$ cat config.mk
export PLATFORM = sky130hd
export DESIGN_NAME = vpi_req_arbiter
export DESIGN_NICKNAME = d
export VERILOG_FILES = /design/src/rtl/vpi_arb_pkg.sv /design/src/rtl/vpi_req_arbiter_rr_arbiter.sv /design/src/rtl/vpi_req_arbiter.sv
export SDC_FILE = /design/constraint.sdc
export NUM_CORES = 1
export LEC_CHECK = 0
export CAP_MARGIN = 5
export CORE_AREA = 2 2 180 182
export CTS_BUF_LIST = sky130_fd_sc_hd__clkbuf_8
export CTS_CLUSTER_SIZE = 10
export DETAILED_ROUTE_END_ITERATION = 7
export DIE_AREA = 0 0 182 184
export PLACE_DENSITY = 0.68
export SETUP_SLACK_MARGIN = 0.05
export SYNTH_ARGS = -nofsm -noshare
export SYNTH_HDL_FRONTEND = slang
export SYNTH_SLANG_ARGS = --single-unit
$ cat constraint.sdc
create_clock -name clk -period 6.25 [get_ports clk]
set_input_delay 1.25 -clock clk [delete_from_list [all_inputs] [get_ports clk]]
set_output_delay 1.25 -clock clk [all_outputs]
set_load 0.02 [all_outputs]
$ cat src/rtl/vpi_arb_pkg.sv
// Shared widths, TID layout and state encoding for the DP->VPI request arbiter.
// Optional error checking in the top is enabled by defining VPI_ARB_ERR_CHECK_EN.
package vpi_arb_pkg;

   localparam int DATA_WIDTH      = 32;
   localparam int ADDR_WIDTH      = 31;
   localparam int REQ_WIDTH       = 1 + ADDR_WIDTH + DATA_WIDTH;
   localparam int TID_WIDTH       = 16;
   localparam int NUM_REQ         = 4;
   localparam int MAX_OUTSTANDING = 7;
   localparam int DP_DATA_WIDTH   = TID_WIDTH + REQ_WIDTH;
   localparam int VPI_DATA_WIDTH  = TID_WIDTH + DATA_WIDTH;
   localparam int SEQ_W           = 8;
   localparam int IDX_W           = $clog2(NUM_REQ);
   localparam int CNT_W           = SEQ_W;
   localparam int SUM_W           = CNT_W + IDX_W;

   localparam logic [1:0] ERR_ORPHAN = 2'd1;
   localparam logic [1:0] ERR_SEQ    = 2'd2;

   typedef enum logic [1:0] {
      ST_RUN   = 2'd0,
      ST_DRAIN = 2'd1,
      ST_HALT  = 2'd2
   } arb_state_t;

   typedef logic [IDX_W-1:0]     idx_t;
   typedef logic [SEQ_W-1:0]     seq_t;
   typedef logic [TID_WIDTH-1:0] tid_t;

   // TID = {zero pad, idx, seq}
   function automatic tid_t tid_pack(input idx_t idx, input seq_t seq);
      tid_t t;
      t = '0;
      t[SEQ_W +: IDX_W] = idx;
      t[SEQ_W-1:0]      = seq;
      return t;
   endfunction

   function automatic idx_t tid_idx(input tid_t t);
      return t[SEQ_W +: IDX_W];
   endfunction

   function automatic seq_t tid_seq(input tid_t t);
      return t[SEQ_W-1:0];
   endfunction

endpackage

$ cat src/rtl/vpi_req_arbiter_rr_arbiter.sv
// Combinational round-robin picker: first eligible index at or after ptr, wrapping.
module rr_arbiter
   import vpi_arb_pkg::*;
(
   input  logic [NUM_REQ-1:0] eligible,
   input  idx_t               ptr,
   output logic [NUM_REQ-1:0] grant,
   output idx_t               grant_idx,
   output logic               grant_any
);

   idx_t cand;

   always_comb begin
      grant     = '0;
      grant_idx = '0;
      grant_any = 1'b0;
      cand      = '0;
      // NUM_REQ is a power of two, so idx_t addition wraps naturally
      for (int k = 0; k < NUM_REQ; k++) begin
         cand = ptr + idx_t'(k);
         if (!grant_any && eligible[cand]) begin
            grant_any = 1'b1;
            grant_idx = cand;
         end
      end
      if (grant_any) grant[grant_idx] = 1'b1;
   end

endmodule

$ cat src/rtl/vpi_req_arbiter.sv
// Shares the DP->VPI FIFO pair between NUM_REQ requesters: tags/issues requests, routes responses by TID.
// Define VPI_ARB_ERR_CHECK_EN to add orphan / out-of-order response detection (err_flag, err_code).
module vpi_req_arbiter
   import vpi_arb_pkg::*;
(
   input  logic                         clk,
   input  logic                         rst_n,
   input  logic [NUM_REQ-1:0]           req_valid,
   input  logic [NUM_REQ*REQ_WIDTH-1:0] req_data,
   output logic [NUM_REQ-1:0]           req_ready,
   output logic [NUM_REQ-1:0]           resp_valid,
   output logic [DATA_WIDTH-1:0]        resp_data,
   output logic [TID_WIDTH-1:0]         resp_tid,
   output logic [DP_DATA_WIDTH-1:0]     A_data_in,
   output logic                         A_wr_ctr,
   input  logic                         A_full,
   input  logic [VPI_DATA_WIDTH-1:0]    B_data_out,
   output logic                         B_rd_ctr,
   input  logic                         B_empty,
   input  logic                         drain_req,
   output logic                         drain_done,
   output logic [7:0]                   outstanding_total
`ifdef VPI_ARB_ERR_CHECK_EN
   ,
   output logic                         err_flag,
   output logic [1:0]                   err_code
`endif
);

   // state | meaning
   // RUN   | issuing requests, serving responses
   // DRAIN | no issue, responses continue until nothing is outstanding
   // HALT  | drained, drain_done high, waits for drain_req to drop

   localparam logic [CNT_W-1:0] CNT_ONE = CNT_W'(1);
   localparam logic [CNT_W-1:0] CNT_MAX = CNT_W'(MAX_OUTSTANDING);
   localparam seq_t             SEQ_ONE = SEQ_W'(1);
   localparam idx_t             IDX_ONE = IDX_W'(1);

   arb_state_t          state, state_nxt;
   idx_t                rr_ptr;
   seq_t                seq_cnt         [NUM_REQ];
   logic [CNT_W-1:0]    outstanding     [NUM_REQ];
   logic [CNT_W-1:0]    outstanding_nxt [NUM_REQ];
   logic [SUM_W-1:0]    sum_nxt;
   logic [NUM_REQ-1:0]  eligible;
   logic [NUM_REQ-1:0]  grant;
   idx_t                grant_idx;
   logic                grant_any;
   logic                issue;
   logic                pop;
   logic                all_idle;
   tid_t                b_tid;
   idx_t                b_idx;

   always_comb begin
      eligible = '0;
      all_idle = 1'b1;
      for (int i = 0; i < NUM_REQ; i++) begin
         eligible[i] = req_valid[i] && (outstanding[i] < CNT_MAX);
         if (outstanding[i] != '0) all_idle = 1'b0;
      end
   end

   rr_arbiter u_rr_arbiter (
      .eligible  (eligible),
      .ptr       (rr_ptr),
      .grant     (grant),
      .grant_idx (grant_idx),
      .grant_any (grant_any)
   );

   assign issue     = (state == ST_RUN) && !A_full && grant_any;
   assign req_ready = issue ? grant : '0;
   assign A_wr_ctr  = issue;
   assign A_data_in = issue ? {tid_pack(grant_idx, seq_cnt[grant_idx]),
                               req_data[int'(grant_idx)*REQ_WIDTH +: REQ_WIDTH]} : '0;

   assign pop      = !B_empty;
   assign B_rd_ctr = pop;
   assign b_tid    = B_data_out[VPI_DATA_WIDTH-1 -: TID_WIDTH];
   assign b_idx    = tid_idx(b_tid);

   // Saturating decrement first, then increment: a same-cycle issue+response nets to zero,
   // while a response to an idle requester (orphan) leaves the issue's +1 intact.
   always_comb begin
      sum_nxt = '0;
      for (int i = 0; i < NUM_REQ; i++) begin
         outstanding_nxt[i] = outstanding[i];
         if (pop && (b_idx == idx_t'(i)) && (outstanding[i] != '0))
            outstanding_nxt[i] = outstanding[i] - CNT_ONE;
         if (issue && (grant_idx == idx_t'(i)))
            outstanding_nxt[i] = outstanding_nxt[i] + CNT_ONE;
         sum_nxt = sum_nxt + SUM_W'(outstanding_nxt[i]);
      end
   end

   always_comb begin
      state_nxt  = state;
      drain_done = 1'b0;
      case (state)
         ST_RUN: begin
            if (drain_req) state_nxt = ST_DRAIN;
         end
         ST_DRAIN: begin
            if (!drain_req)    state_nxt = ST_RUN;
            else if (all_idle) state_nxt = ST_HALT;
         end
         ST_HALT: begin
            drain_done = 1'b1;
            if (!drain_req) state_nxt = ST_RUN;
         end
         default: state_nxt = ST_RUN;
      endcase
   end

   always_ff @(posedge clk or negedge rst_n) begin
      if (!rst_n) begin
         state             <= ST_RUN;
         rr_ptr            <= '0;
         resp_valid        <= '0;
         resp_data         <= '0;
         resp_tid          <= '0;
         outstanding_total <= '0;
         for (int i = 0; i < NUM_REQ; i++) begin
            seq_cnt[i]     <= '0;
            outstanding[i] <= '0;
         end
      end else begin
         state      <= state_nxt;
         resp_valid <= '0;
         if (issue) begin
            rr_ptr             <= grant_idx + IDX_ONE;
            seq_cnt[grant_idx] <= seq_cnt[grant_idx] + SEQ_ONE;
         end
         if (pop) begin
            resp_valid[b_idx] <= 1'b1;
            resp_data         <= B_data_out[DATA_WIDTH-1:0];
            resp_tid          <= b_tid;
         end
         for (int i = 0; i < NUM_REQ; i++) outstanding[i] <= outstanding_nxt[i];
         outstanding_total <= (sum_nxt > SUM_W'(255)) ? 8'hFF : sum_nxt[7:0];
      end
   end

`ifdef VPI_ARB_ERR_CHECK_EN
   seq_t exp_seq [NUM_REQ];
   logic orphan;
   logic misorder;

   assign orphan   = pop && (outstanding[b_idx] == '0);
   assign misorder = pop && !orphan && (tid_seq(b_tid) != exp_seq[b_idx]);

   // Only the first error is recorded; later ones are ignored until reset.
   always_ff @(posedge clk or negedge rst_n) begin
      if (!rst_n) begin
         err_flag <= 1'b0;
         err_code <= 2'd0;
         for (int i = 0; i < NUM_REQ; i++) exp_seq[i] <= '0;
      end else begin
         if (pop && !orphan) exp_seq[b_idx] <= exp_seq[b_idx] + SEQ_ONE;
         if (!err_flag && (orphan || misorder)) begin
            err_flag <= 1'b1;
            err_code <= orphan ? ERR_ORPHAN : ERR_SEQ;
         end
      end
   end
`endif

endmodule

### Word-level counts from Yosys, hierarchy flattened

Cells that the tools add are included.

| cells by class | value |
|---|---|
| add/sub/neg operators | 16 |
| reduce and logical (&&, ||, !) cells | 37 |
| bitwise operators | 1 |
| shift operators | 1 |
| order comparisons | 15 |
| mux-type cells | 49 |
| equal/unequal tests | 11 |

Operator list:

| cell | number |
|---|---|
| 256-bit by 9-bit indexed part select with 64-bit output | 1 |
| 8-bit 2-to-1 mux | 12 |
| 74-bit 2-to-1 mux | 1 |
| 8-bit by 1-bit adder with 8-bit output, second input constant | 5 |
| 32-bit bitwise mux | 1 |
| 8-bit by 3-bit < comparator with 1-bit output, second input constant | 4 |
| 8-bit nonzero test | 4 |
| 8-bit by 1-bit subtractor with 8-bit output, second input constant | 4 |
| 1-bit logical AND | 24 |
| 2-bit by 3-bit < comparator with 1-bit output, second input constant | 6 |
| 8-bit binary-select mux with 2-bit select | 1 |
| 8-bit demux with 2-bit select | 1 |
| 2-bit 2-to-1 mux | 8 |
| 1-bit 2-to-1 mux | 15 |
| 4-bit 2-to-1 mux | 3 |
| 10-bit by 8-bit adder with 10-bit output | 1 |
| 9-bit by 8-bit adder with 10-bit output | 1 |
| 2-bit equality test, second input constant | 5 |
| 10-bit by 8-bit greater-than comparator with 1-bit output, second input constant | 1 |
| 8-bit by 8-bit adder with 9-bit output | 1 |
| 1-bit binary-select mux with 2-bit select | 4 |
| 2-bit by 1-bit equality test with 1-bit output, second input constant | 3 |
| 2-bit zero test | 3 |
| 2-bit one-hot mux with 3 select lines | 1 |
| other kinds (11) | 20 |

| storage, ports and cells | value |
|---|---|
| input bits | 313 |
| logic and storage cells | 144 |
| flip-flop bits (word level) | 128 |
| output and inout port bits | 147 |

### Depth between registers and ports, before layout

Gate-level depths: netlist of the first run.

| logic depth | value |
|---|---|
| depth in word-level cells | 22 |
| mapped depth | 29 |
| depth with buffers taken out | 25 |

### Modules after synthesis

Synthesis of the first run repeated with hierarchy kept, for this count alone.

| unflattened totals | value |
|---|---|
| cell total of the unflattened synthesis | 863 |
| area total of the unflattened synthesis | 9365.2 um^2 |

By module, submodules not included:

| module | sequential area each (um^2) | cells an instance | times used | area each (um^2) |
|---|---|---|---|---|
| vpi_req_arbiter | 3203.1 | 831 | 1 | 9182.6 |
| rr_arbiter | 0.0 | 32 | 1 | 182.7 |

### Least setup slack after synthesis of the first run

OpenSTA, ideal clock, no wires.

| timing | value |
|---|---|
| path kind | input port to flip-flop |
| start point | in req_valid[0] |
| end point | reg outstanding_total[2] |
| data arrival time | 6.915 ns |
| stages on the path | 26 |
| setup slack | -0.792 ns |
| data required time | 6.123 ns |
| setup time | 0.127 ns |
| buffers on the path | 4 |
| cells stage by stage | nor2b_1 -> nand4_1 -> o211ai_1 -> or2_2 -> buf_2 -> buf_1 -> buf_1 -> buf_2 -> ha_1 -> nand2_1 -> nor3_1 -> o21ai_0 -> xnor2_1 -> fa_1 -> inv_1 -> fa_1 -> inv_1 -> ha_1 -> a21oi_1 -> o21bai_1 -> a21oi_1 -> nor2b_1 -> o21ai_0 -> mux2i_1 -> nand2_1 -> or2_2 |

RTL lines:

| item | RTL line | text |
|---|---|---|
| start, declared | vpi_req_arbiter.sv:8 | `input logic [NUM_REQ-1:0] req_valid,` |
| end signal, assigned | vpi_req_arbiter.sv:142 | `outstanding_total <= (sum_nxt > SUM_W'(255)) ? 8'hFF : sum_nxt[7:0];` |
| end, declared | vpi_req_arbiter.sv:22 | `output logic [7:0] outstanding_total` |

### Worst setup path after layout of the first run

| timing | value |
|---|---|
| start point | in req_valid[2] |
| end point | out A_data_in[70] |

| on the way | value |
|---|---|
| word-level cells in the longest chain between the ends | 18 |
| elaborated cells on any way between the ends | 29 |
| those cells by class | 20 x mux; 1 x bitwise; 8 x reduce/logical |

Ends and longest elaborated chain:

| item | RTL line | text |
|---|---|---|
| 1-bit logical AND * | vpi_req_arbiter.sv:60 | `eligible[i] = req_valid[i] && (outstanding[i] < CNT_MAX);` |
| 1-bit binary-select mux with 2-bit select | vpi_req_arbiter_rr_arbiter.sv:22 | `if (!grant_any && eligible[cand]) begin` |
| 1-bit 2-to-1 mux (not written as such) | vpi_req_arbiter_rr_arbiter.sv:22 |  |
| 1-bit 2-to-1 mux | vpi_req_arbiter_rr_arbiter.sv:22 |  |
| 1-bit zero test | vpi_req_arbiter_rr_arbiter.sv:22 |  |
| 1-bit logical AND | vpi_req_arbiter_rr_arbiter.sv:22 |  |
| 1-bit 2-to-1 mux | vpi_req_arbiter_rr_arbiter.sv:22 |  |
| 1-bit zero test | vpi_req_arbiter_rr_arbiter.sv:22 |  |
| 1-bit logical AND | vpi_req_arbiter_rr_arbiter.sv:22 |  |
| 1-bit 2-to-1 mux | vpi_req_arbiter_rr_arbiter.sv:22 |  |
| 1-bit zero test | vpi_req_arbiter_rr_arbiter.sv:22 |  |
| 1-bit logical AND | vpi_req_arbiter_rr_arbiter.sv:22 |  |
| 2-bit 2-to-1 mux | vpi_req_arbiter_rr_arbiter.sv:22 |  |
| 2-bit inverter with 3-bit output (not written as such) | vpi_req_arbiter.sv:76 | `assign A_data_in = issue ? {tid_pack(grant_idx, seq_cnt[grant_idx]),` |
| 8-bit binary-select mux with 2-bit select | vpi_req_arbiter.sv:76 |  |
| 8-bit 2-to-1 mux (not written as such) (2 in a row) | vpi_req_arbiter.sv:76 |  |
| 74-bit 2-to-1 mux * | vpi_req_arbiter.sv:76 |  |
| end, declared | vpi_req_arbiter.sv:14 | `output logic [DP_DATA_WIDTH-1:0] A_data_in,` |

Every way passes the cells marked *; elsewhere a longest branch is shown, timed or not. The select of a mux whose other input is x is not followed.

==> run summary, run 1 <==
status = completed
number of flops mapped to enable cells by yosys = 0
Initial DRC Count = 511
Max Clock Freq = 168.3 MHz
Place WS = -0.1592 ns
crit share post-route = 95.09%
GP Congestion = 0.8810
GRT Overall Usage = 20.32%
clock latency on the worst-skew pair = 0.46 ns
full die area = 33490 um^2
Max Buffers Root-to-Sink = 2
Final Hold Violating Endpoints = 0
Critical Path Stages = 12
unrepaired setup endpoints after global routing = no
FF-to-FF path depth = 25
buffers and inverters on the worst path = 5
largest vdd supply drop = 0.0005661 V
Seq cells post-synth = 128
slowest CP cell = clkdlybuf4s50_1
Leak Pwr = 0.006550 uW
Hold/Removal Path Class = reg2reg
clk sinks = 128
Area Growth Syn to Fin = 62.95%
final max-slew violation count = 0
share of layout cells above drive strength 1 = 17.11%
Row Count = 65
total CTS buffers = 17
Netlist cell types = 61
Netlist Area Pre-Place = 9298 um^2
Reg clk slew, reported paths = 0.08 ns
grt ovf = 0
Rel. slew slack = 38.70%
CP startpoint kind = input port
first-pass GRT wire length = 52.21 mm
kind of critical path = in2out
largest net degree at the start of global routing = 91
final wirelength = 35.42 mm
CTS tree = yes
Sum Neg Setup Slack = 0 ns
register-to-register setup slack = 0.72 ns
WL/cell = 18.82 um
Synth top area share = 34.45%
dominant synthesized flop cell = dfrtp_1
sequential fraction of the synthesis area = 34.45%
DRC = 0
CP delay by family, top = buffers and inverters
Slew @ Worst Pin = 0.9195 ns
Via-to-Cell Ratio = 4.860
reg-to-reg endpoint = outstanding_total[2]
Synth area leaders = dfrtp_1 34%, mux2_2 14%, mux2i_1 8.3%
nets = 1819
Die X = 182 um
min cycle time layout = 5.943 ns
cells after synthesis = 978
required time worst endpoint = 5.00 ns
Syn. warnings = 0
total power = 6822 uW
Setup-failing EPs final = 0
core box area = 31390 um^2
Top-Level Pins = 460
max_cap viols = 0
CTS root buffer = clkbuf_8
initial antenna violation count = 10
vias in the first global route = 9146
CP Capture Type = output pin
die height = 184 um
worst setup margin = 0.3066 ns
clk_skew = 0.01344 ns
Syn Area/Cell = 9.507 um^2
Post-synth ARST share = 100.0%
routed via count = 9147
H-tree levels = 4
DP Wirelength = 28.80 mm
# port buffers = 453
WP data arrival = 4.69 ns
critical-path cell list = clkdlybuf4s50_1 > nor2b_4 > buf_4 > nand4_1 > o211ai_1 > or2_4 > buf_4 > buf_6 > mux2_2 > a22oi_1 > nor2_1 > clkdlybuf4s50_1
DRT Pass-1 Iters = 5
post-route ant nets = 0
Critical Path End = A_data_in[70]
RR Startpoint = outstanding[20]
crit path from = req_valid[2]
Initial Utilization = 29.62%
largest area contributor in the netlist = dfrtp_1
crit-path max cell delay = 0.61 ns
worst-path fanout max = 44
power per standard cell area = 450.2 nW/um^2
## through the flow
stage / hold slack (ns) / utilization [%] / cells / instance area (um^2)
after floorplan: 0.4419 / - / 983 / 9425
after global placement: 0.4590 / 46.85 / 1847 / 14710
after detailed placement: 0.4686 / 46.85 / 1847 / 14710
after CTS: 0.4869 / 48.10 / 1879 / 15100
after global routing: 0.5132 / 48.26 / 1882 / 15150
final: 0.4843 / 48.26 / 1882 / 15150
## cell usage in the layout (no fill, tap or decap), drive strengths merged, types with 24 or more instances in the layout
master,Yosys,routed
buf,22,73
nand2,84,84
clkdlybuf4s50,0,451
nor2,99,99
inv,62,68
o21ai,35,35
mux2i,77,77
ha,24,24
xnor2,35,35
a211oi,65,65
mux2,115,115
dfrtp,128,128
## logic make-up (layout without fill, tap and decap cells)
kind of cell / count (synthesis) / after routing / synth area share, %
other cells: 1 / 7 / 0.04033
simple gates: 287 / 287 / 14.90
compound gates: 154 / 154 / 11.43
xor+xnor: 53 / 53 / 4.993
flops: 128 / 128 / 34.45
buf+inv: 123 / 619 / 5.302
fa+ha+maj: 40 / 40 / 6.675
mux: 192 / 192 / 22.22
## cell usage after synthesis, drive strengths merged (2+ instances only)
library cell  number
o22ai              3
nor3b              5
nand2             84
o21ai             35
or3                5
a311oi             2
buf               22
nor4b              2
mux2             115
o2bb2ai            3
inv               62
xor2              18
a22oi              7
or4                2
nor3              16
and4b              2
xnor2             35
o22a               3
nand4              9
nor2              99
clkbuf            38
a211oi            65
ha                24
fa                16
a21o               2
nor2b              5
or2                6
o221ai             4
nand2b             6
o21bai             2
mux2i             77
and2               5
nand3             17
dfrtp            128
a21oi             17
and3               2
o211ai             2
nand4b             2
nor4              18
## sequential cells by signal, indices dropped and copies added (netlist names)
register and flops:
outstanding 32, state 2, seq_cnt 32, resp_valid 4
rr_ptr 2, outstanding_total 8, resp_tid 16, resp_data 32
## how the worst min path moves through the flow
stage | start | endpoint | slack [ns] | depth (start not counted)
after global placement | seq_cnt[14] | seq_cnt[14] | 0.46 | 2
after CTS | seq_cnt[14] | seq_cnt[14] | 0.49 | 2
final | seq_cnt[2] | seq_cnt[2] | 0.48 | 2
after floorplan | seq_cnt[2] | seq_cnt[2] | 0.44 | 2
after detailed placement | seq_cnt[14] | seq_cnt[14] | 0.47 | 2
after global routing | seq_cnt[2] | seq_cnt[2] | 0.51 | 2
## worst min-delay path, stage by stage (launching register included)
cell     delay [ns]
dfrtp_1        0.34
nand2_1        0.05
o21ai_0        0.06
## layout make-up
cell class	instances	area, um^2
fillers	2939	16240
repair buffers	524	5087
inverters	63	246.5
flip-flops and latches	128	3203
diodes	1	2.502
clock inverters	15	152.6
well taps	402	503.0
multi-input cells	732	5722
clock buffers	17	234.0
## layer usage
layer  routed length [um]  GRT usage (%)
met1                14680          25.26
met2                17020          33.74
met3                 2789          6.577
met4                  841          5.871
met5                   92              0
## where the power goes
| part | internal (uW) | switching, uW | leakage, uW |
|---|---|---|---|
| Sequential | 1100 | 232 | 0.00156 |
| Clock | 326 | 372 | 0.000190 |
| Combinational | 2340 | 2450 | 0.00480 |
| Total | 3760 | 3060 | 0.00655 |
## what timing repair did
item / in CTS / in global routing
setup buffers: 0 / 2
pin swaps: 0 / 1
hold buffers: 0 / 0
gates resized for setup: 2 / 8
setup endpoints to repair: 3 / 7
cloned: 0 / 0
(Power assumes the default switching activity.)
==> inputs of run 2 (changes only) <==
--- a/config.mk
+++ b/config.mk
@@ -5,12 +5,12 @@
 export SDC_FILE = /design/constraint.sdc
 export NUM_CORES = 1
 export LEC_CHECK = 0
-export CAP_MARGIN = 5
 export CORE_AREA = 2 2 180 182
 export CTS_BUF_LIST = sky130_fd_sc_hd__clkbuf_8
 export CTS_CLUSTER_SIZE = 10
 export DETAILED_ROUTE_END_ITERATION = 7
 export DIE_AREA = 0 0 182 184
+export GPL_TIMING_DRIVEN = 0
 export PLACE_DENSITY = 0.68
 export SETUP_SLACK_MARGIN = 0.05
 export SYNTH_ARGS = -nofsm -noshare
==> run summary, run 2 (same netlist as run 1, synthesis figures left out) <==
max_cap viols = 0 (unchanged)
Max Buffers Root-to-Sink = 2 (unchanged)
required time worst endpoint = 6.58 ns (+1.58 ns)
FF-to-FF path depth = 27 (+8.0%)
clock latency on the worst-skew pair = 0.45 ns (about the same)
share of layout cells above drive strength 1 = 18.40% (+1.3 points)
min cycle time layout = 6.059 ns (+0.1156 ns)
Post-Place Cells = 1838 (-0.49%)
Layout Utilization = 49.67% (+1.4 points)
post-route insts no fill = 1914 (+1.7%)
power per standard cell area = 459.7 nW/um^2 (+2.1%)
die height = 184 um (unchanged)
nets = 1851 (+1.8%)
initial antenna violation count = 4 (-6)
Final Hold Violating Endpoints = 0 (unchanged)
Hold/Removal Path Class = reg2reg
GRT Overall Usage = 21.92% (+1.6 points)
final max-slew violation count = 0 (unchanged)
core box area = 31390 um^2 (unchanged)
Row Count = 65 (unchanged)
CTS root buffer = clkbuf_8
H-tree levels = 4 (unchanged)
worst setup margin = 0.1910 ns (-0.1156 ns)
GP Congestion = 0.8798 (-0.14%)
Area Growth Syn to Fin = 67.70%
Initial DRC Count = 441 (-14%)
total CTS buffers = 17 (unchanged)
DP Wirelength = 31.00 mm (+7.6%)
post-route ant nets = 0 (unchanged)
Max Clock Freq = 165.0 MHz (-1.9%)
grt ovf = 0 (unchanged)
worst-path fanout max = 7 (-84%)
clk sinks = 128 (unchanged)
full die area = 33490 um^2 (unchanged)
DRT Pass-1 Iters = 5 (unchanged)
kind of critical path = in2reg
Finished Cell Area = 15590 um^2 (+2.9%)
largest net degree at the start of global routing = 88 (-3.3%)
register-to-register setup slack = 0.38 ns (-0.34 ns)
DRC = 0 (unchanged)
final wirelength = 38.37 mm (+8.3%)
status = completed
WL/cell = 20.04 um (+6.5%)
CP Capture Type = flip-flop
Initial Utilization = 29.62% (unchanged)
vias in the first global route = 9409 (+2.9%)
Setup-failing EPs final = 0 (unchanged)
# port buffers = 452 (-0.22%)
largest registers = outstanding: 32 flops, resp_data: 32 flops, seq_cnt: 32 flops
hold path startpoint = seq_cnt[1]
Reg clk slew, reported paths = 0.07 ns (about the same)
clk_skew = 0.01283 ns (-0.0006083 ns)
Worst Hold Path EP = seq_cnt[1]
Via-to-Cell Ratio = 4.914 (+1.1%)
crit share post-route = 96.94% (+1.8 points)
WP data arrival = 6.38 ns (+1.69 ns)
Top-Level Pins = 460 (unchanged)
largest vdd supply drop = 0.0006610 V (+17%)
Rel. slew slack = 40.81% (+2.1 points)
unrepaired setup endpoints after global routing = no
Slew @ Worst Pin = 0.8878 ns (-0.03172 ns)
RR Startpoint = outstanding[20]
reg-to-reg endpoint = outstanding_total[0]
CTS tree = yes
Post-Place Cell Area = 14480 um^2 (-1.5%)
WHS Path Cells = 2 (unchanged)
Leak Pwr = 0.006649 uW (+1.5%)
Die X = 182 um (unchanged)
crit path from = req_valid[1]
most frequent cells in the layout = 447 x clkdlybuf4s50_1, 128 x dfrtp_1, 114 x mux2_2
CP startpoint kind = input port
commonest non-fill, non-tap cell in the layout = clkdlybuf4s50_1
routed via count = 9406 (+2.8%)
first-pass GRT wire length = 55.97 mm (+7.2%)
Place WS = -1.480 ns (-1.321 ns)
[run 2: layout make-up]
type	count	area, um^2
antenna	1	2.502
tap	402	503.0
sequential	128	3203
buffer	58	335.3
fill	2925	15800
inverter	63	260.3
timing repair buffer	498	4901
clock inverter	13	161.4
multi-input combinational	732	5964
clock buffer	19	261.5
[run 2: worst max-delay path: stages]
cell             delay [ns]
clkdlybuf4s50_1        0.53
and4b_2                0.30
a21oi_2                0.06
or2_4                  0.28
buf_12                 0.14
buf_12                 0.12
buf_12                 0.12
buf_12                 0.11
ha_4                   0.17
nand2_8                0.11
clkinv_8               0.07
nand2_2                0.08
xnor2_2                0.08
fa_1                   0.49
inv_1                  0.05
fa_1                   0.50
inv_2                  0.05
ha_1                   0.28
a21o_1                 0.21
a21oi_4                0.17
o21bai_1               0.11
a21oi_2                0.15
nor2b_1                0.08
o21ai_2                0.21
mux2i_4                0.29
nand2_2                0.08
or2_2                  0.28
[run 2: worst max-delay path by stage]
stage                                end  slack [ns]  depth (start not counted)
detailed placement  outstanding_total[2]       -1.48                         26
global route        outstanding_total[0]        0.04                         24
CTS                 outstanding_total[1]        0.05                         28
global placement    outstanding_total[2]       -1.48                         26
floorplan           outstanding_total[2]        0.07                         27
finish              outstanding_total[0]        0.19                         27
[run 2: report_power, final]
group | internal, uW | total, uW | switching (uW) | leakage, uW
registers | 1100 | 1300 | 208 | 0.00156
logic | 2410 | 5100 | 2690 | 0.00488
clock network | 415 | 765 | 350 | 0.000204
total | 3920 | 7170 | 3240 | 0.00665
[run 2: repair_timing]
item                       in CTS  in global routing
hold buffers                    0                  0
buffers inserted               28                 17
gates resized for setup        51                 27
pin swaps                      19                 25
setup endpoints to repair      59                 14
[run 2: layer usage]
layer  global-route usage [%]  part of all wire [%]  up-vias
met5                        0                 0.091        -
met4                    6.290                   2.0        6
met3                    6.240                   7.0       54
met2                    36.46                    49      328
met1                    27.76                    42     4542
li1                         -                     -     4476
[run 2: per-stage QoR]
stage | power [uW] | hold WS, ns | TNS, ns
after floorplan | 4318 | 0.4419 | 0
after global placement | 5568 | 0.4608 | -191.57
after detailed placement | 5656 | 0.4690 | -26.04
after CTS | 6868 | 0.4865 | 0
after global routing | 7776 | 0.5096 | 0
final | 7168 | 0.4838 | 0
